## src/rtl/adder_arbiter.sv

```systemverilog
// adder_arbiter: two-requester round-robin front end for a shared external
// ripple adder. A granted request drives registered operands to the adder,
// waits SETTLE cycles for the carry chain to settle, captures the sum, and
// pulses done for one cycle with the owning requester id.
//
// SETTLE must lie in 1..15; the settle counter is 4 bits wide.
module adder_arbiter #(
  parameter int WIDTH  = 64,
  parameter int SETTLE = 4
) (
  input  logic             clk,
  input  logic             reset_n,
  input  logic             req0_valid,
  input  logic [WIDTH-1:0] req0_a,
  input  logic [WIDTH-1:0] req0_b,
  output logic             req0_ready,
  input  logic             req1_valid,
  input  logic [WIDTH-1:0] req1_a,
  input  logic [WIDTH-1:0] req1_b,
  output logic             req1_ready,
  output logic [WIDTH-1:0] add_a,
  output logic [WIDTH-1:0] add_b,
  input  logic [WIDTH-1:0] add_sum,
  output logic             done,
  output logic             done_id,
  output logic [WIDTH-1:0] sum,
  output logic             busy
);

  // Counter load value: the capture happens on the cycle the counter reads 0,
  // so loading SETTLE-1 gives exactly SETTLE cycles of settling time.
  localparam logic [3:0] CNT_LOAD = 4'(SETTLE - 1);

  typedef enum logic [1:0] {
    ST_IDLE   = 2'd0,
    ST_SETTLE = 2'd1,
    ST_DONE   = 2'd2
  } state_t;

  state_t           state_q, state_d;
  logic             ptr_q, ptr_d;       // tie-break priority: 0 -> req0 wins
  logic             owner_q, owner_d;   // requester that owns the operation
  logic [3:0]       cnt_q, cnt_d;
  logic [WIDTH-1:0] add_a_q, add_a_d;
  logic [WIDTH-1:0] add_b_q, add_b_d;
  logic [WIDTH-1:0] sum_q, sum_d;

  logic grant0;
  logic grant1;

  // Arbitration: a lone valid wins outright; ptr only breaks ties.
  always_comb begin
    grant0 = req0_valid & (~req1_valid | ~ptr_q);
    grant1 = req1_valid & (~req0_valid |  ptr_q);
  end

  // State register with asynchronous clear; reset aborts any operation.
  always_ff @(posedge clk or negedge reset_n) begin
    if (!reset_n) begin
      state_q <= ST_IDLE;
      ptr_q   <= 1'b0;
      owner_q <= 1'b0;
      cnt_q   <= 4'd0;
      add_a_q <= '0;
      add_b_q <= '0;
      sum_q   <= '0;
    end else begin
      state_q <= state_d;
      ptr_q   <= ptr_d;
      owner_q <= owner_d;
      cnt_q   <= cnt_d;
      add_a_q <= add_a_d;
      add_b_q <= add_b_d;
      sum_q   <= sum_d;
    end
  end

  // Next-state and ready strobes; everything holds unless a state acts on it.
  always_comb begin
    state_d    = state_q;
    ptr_d      = ptr_q;
    owner_d    = owner_q;
    cnt_d      = cnt_q;
    add_a_d    = add_a_q;
    add_b_d    = add_b_q;
    sum_d      = sum_q;
    req0_ready = 1'b0;
    req1_ready = 1'b0;

    case (state_q)
      ST_IDLE: begin
        req0_ready = grant0;
        req1_ready = grant1;
        if (grant0 | grant1) begin
          // Operands stay frozen in add_a/add_b until the next accept.
          add_a_d = grant1 ? req1_a : req0_a;
          add_b_d = grant1 ? req1_b : req0_b;
          owner_d = grant1;
          cnt_d   = CNT_LOAD;
          state_d = ST_SETTLE;
        end
      end
      ST_SETTLE: begin
        if (cnt_q == 4'd0) begin
          // Carry-out is dropped: the sum is taken modulo 2^WIDTH.
          sum_d   = add_sum;
          state_d = ST_DONE;
        end else begin
          cnt_d = cnt_q - 4'd1;
        end
      end
      ST_DONE: begin
        // Hand priority to the other requester for round-robin fairness.
        ptr_d   = ~owner_q;
        state_d = ST_IDLE;
      end
      default: begin
        state_d = ST_IDLE;
      end
    endcase
  end

  // Outputs come from registers only; add_sum never reaches them directly.
  assign add_a   = add_a_q;
  assign add_b   = add_b_q;
  assign sum     = sum_q;
  assign done_id = owner_q;
  assign done    = (state_q == ST_DONE);
  assign busy    = (state_q != ST_IDLE);

endmodule

```

## config.mk

```make
export PLATFORM = sky130hd
export DESIGN_NAME = adder_arbiter
export DESIGN_NICKNAME = d
export VERILOG_FILES = /design/src/rtl/adder_arbiter.sv
export SDC_FILE = /design/constraint.sdc
export NUM_CORES = 1
export LEC_CHECK = 0
export CAP_MARGIN = 20
export CORE_AREA = 2 2 205 207
export CTS_CLUSTER_SIZE = 14
export DETAILED_ROUTE_END_ITERATION = 10
export DIE_AREA = 0 0 207 209
export PLACE_DENSITY = 0.59
export SLEW_MARGIN = 15
export SYNTH_ARGS = -nofsm -noshare
export SYNTH_HDL_FRONTEND = slang
export SYNTH_SLANG_ARGS = --single-unit
```

## constraint.sdc

```tcl
create_clock -name clk -period 2.2 [get_ports clk]
set_clock_uncertainty 0.1 [all_clocks]
set_input_delay 0.44 -clock clk [delete_from_list [all_inputs] [get_ports clk]]
set_output_delay 0.44 -clock clk [all_outputs]
set_load 0.1 [all_outputs]
```

==> metrics.csv <==
stage,metric,value,unit
status,status,finished with violations,
status,failing checks,setup timing,
critical_path,CP Max Fanout,8,
global_routing,vias in the first global route,10332,
drt,Post-DRT Antenna Nets,0,
synth,Mapped Cells,935,
synth,Post-synth ARST share,100,%
floorplan,core area,41300,um^2
drt,DR pass1 iterations,5,
sta,max-slew violation count,0,
synth,most instantiated cells after synthesis,"a21oi_1 (260), dfrtp_1 (200), o21ai_0 (130)",
floorplan,Die Ht,209,um
placed_design,port bufs,520,
floorplan,I/O pins,521,
cells_and_area,Syn-to-layout area delta,67.3,%
sta,Worst Tran Pin Value,0.702,ns
critical_path,FF-to-FF path depth,6,
clock_tree,clock sinks,200,
global_routing,first-pass GRT wire length,65.0,mm
sta,Max-slew headroom,53.2,%
critical_path,Worst path most repeated cell,or3b_4,
critical_path,R2R Path Start,cnt_q[0]$_DFFE_PN0P_,
clock_tree,clk slew on worst S/H paths,0.08,ns
clock_tree,Worst-Skew Late Latency,0.46,ns
synth,"count leader, synth",a21oi_1,
global_routing,"Remaining Overflow, GRT",0,
clock_tree,Root Driver,clkbuf_16,
sta,Final Cycle Share,102,%
critical_path,"Cell Chain, Critical Path","inv_2, ha_4, or3b_4, or3b_4, clkbuf_16, mux2_4",
critical_path,Worst Setup End Kind,flip-flop,
floorplan,num rows,75,
synth,Syn Nets,1261,
critical_path,Worst Path Required,2.44,ns
critical_path,family with the most delay on the worst path,simple AND/OR/NAND/NOR gates,
min_path,Worst Hold Class,in2reg,
synth,Avg Synthesized Cell Area,10.4,um^2
synth,Yosys top cell by area,dfrtp_1,
critical_path,stages on the worst setup path,6,
job,maxcap violations,0,
synth,Post-synth EDFFs,0,
sta,final worst setup slack,-0.0523,ns
cells_and_area,share of cells above drive strength 1,26.5,%
floorplan,Chip Width,207,um
clock_tree,H-tree lvl count,4,
drt,Residual DRC,0,
floorplan,Starting Density,23.4,%
synth,synthesized flop and latch total,200,
critical_path,Crit path arrival time,2.49,ns
critical_path,CP bufs+invs,2,
critical_path,CP max stage delay,0.51,ns
sta,final-report setup violation count,60,
synth,Synth cell types,24,
synth,top_reg_cell synth,dfrtp_1,
sta,min Tclk post-route,2.25,ns
clock_tree,maximum clock path buffer count,2,
global_routing,GR Util All Layers,19.3,%
sta,worst hold margin,0.389,ns
synth,Area contributors post-synth,"dfrtp_1 (52%), a21oi_1 (13%), a311oi_1 (12%), mux2_4 (7.6%), o21ai_0 (6.7%)",
synth,"Seq/Total Area, Yosys",51.7,%
drt,via/cell ratio,5.15,
critical_path,crit path to,sum[31]$_DFFE_PN0P_,
critical_path,crit path max-delay cell type,or3b_4,
drt,Avg WL per Cell,22.1,um
synth,Yosys warning count,0,
placed_design,Placer Congestion,0.839,
drt,Iteration-0 DRC Markers,603,
critical_path,RR Endpoint,sum[31]$_DFFE_PN0P_,
cells_and_area,Final nets,1749,
clock_tree,CTS tree,done,
sta,Max Clock Freq,444,MHz
critical_path,flop-to-flop setup slack,-0.05,ns
global_routing,initial antenna violation count,1,
critical_path,Crit Path Class,reg2reg,
clock_tree,clock buffer count from CTS,17,
placed_design,dpl hpwl,30.0,mm
drt,vias after detailed routing,10168,
drt,routed wire length,43.7,mm
synth,"Cell Area, Synth",9680,um^2
critical_path,Crit. Startpoint,cnt_q[0]$_DFFE_PN0P_,
sta,RSZ-0062 raised after global routing,true,
global_routing,largest net degree at the start of global routing,79,
sta,Final Hold Vio Count,0,
critical_path,CP Launch Type,flip-flop,
floorplan,Die ar.,43300,um^2
synth,top cell type's share of synthesized area,51.7,%
## state kept, by name (all words and copies together) (netlist names)
name     count
add_b       64
cnt_q        4
sum         64
done_id      1
ptr_q        1
state_q      2
add_a       64
## layout make-up
| cell class | count | area [um^2] |
|---|---|---|
| repair buffers | 590 | 5650 |
| well taps | 539 | 674 |
| multi-input cells | 609 | 4220 |
| inverters | 5 | 28.8 |
| clock buffers | 18 | 429 |
| flip-flops and latches | 200 | 5010 |
| clock inverters | 14 | 188 |
| fillers | 4084 | 25100 |
| diodes | 1 | 2.50 |
## placed cells by master (no fill, tap or decap), types with 3 or more instances in the layout
| master | n |
|---|---|
| a21oi_1 | 260 |
| a311oi_1 | 128 |
| buf_12 | 24 |
| buf_4 | 236 |
| bufinv_16 | 3 |
| clkbuf_16 | 20 |
| clkdlybuf4s50_1 | 320 |
| dfrtp_1 | 198 |
| inv_6 | 3 |
| inv_8 | 4 |
| mux2_2 | 15 |
| mux2_4 | 49 |
| nand2_1 | 3 |
| nor3_1 | 3 |
| o21ai_0 | 130 |
## metrics by stage
stage | worst slack, ns | area, um^2 | util (%) | TNS [ns] | instances
after detailed placement | -0.109 | 15400 | 37.2 | -1.37 | 1930
final | -0.0523 | 16200 | 39.2 | -1.52 | 1976
after global placement | -0.0892 | 15400 | 37.2 | -0.194 | 1930
after CTS | -0.00183 | 16100 | 38.9 | -0.00183 | 1969
after floorplan | -0.146 | 9750 | - | -0.146 | 935
after global routing | -0.0908 | 16200 | 39.2 | -4.11 | 1975
## worst register-to-register path: stages, from the launching register on
cell	delay, ns
dfrtp_1	0.40
inv_2	0.08
ha_4	0.12
or3b_4	0.37
or3b_4	0.51
clkbuf_16	0.24
mux2_4	0.30
## routing by layer
layer	global-route usage, %	wire (um)	part of all wire, %
met1	24.1	17900	41
met5	0	12	0.027
met4	7.17	1130	2.6
met3	5.44	3330	7.6
met2	31.9	21300	49
## what timing repair did
item                                   4_1_cts  5_1_grt
endpoints found under the hold margin       44        0
resized for setup                            6        6
buffers inserted                             5        2
pin swaps                                    2        4
hold buffers                                 1        0
cloned                                       1        4
setup endpoints to repair                   26       56
## cell families (layout without fill, tap and decap cells)
kind of cell / Yosys count / after routing / share of synthesized area, %
AO/OA/AOI/OAI: 519 / 519 / 31.8
XOR/XNOR: 1 / 1 / 0.0905
adder cells (fa/ha/maj): 2 / 2 / 0.258
buffers and inverters: 126 / 627 / 5.38
flip-flops: 200 / 200 / 51.7
multiplexers: 66 / 66 / 9.55
other: 0 / 1 / 0
AND/OR/NAND/NOR: 21 / 21 / 1.20
## how the worst min path moves through the flow
stage / startpoint / endpoint / cells after the start
finish: req1_valid / cnt_q[3]$_DFFE_PN0P_ / 4
global placement: reset_n / sum[8]$_DFFE_PN0P_ / 1
detailed placement: reset_n / sum[8]$_DFFE_PN0P_ / 1
CTS: req1_valid / cnt_q[3]$_DFFE_PN0P_ / 4
global route: req0_b[55] / add_b[55]$_DFFE_PN0P_ / 3
floorplan: reset_n / add_a[0]$_DFFE_PN0P_ / 0
Power is not shown: default switching activity piles up to over one toggle a cycle in this logic, so the estimate is an artifact.
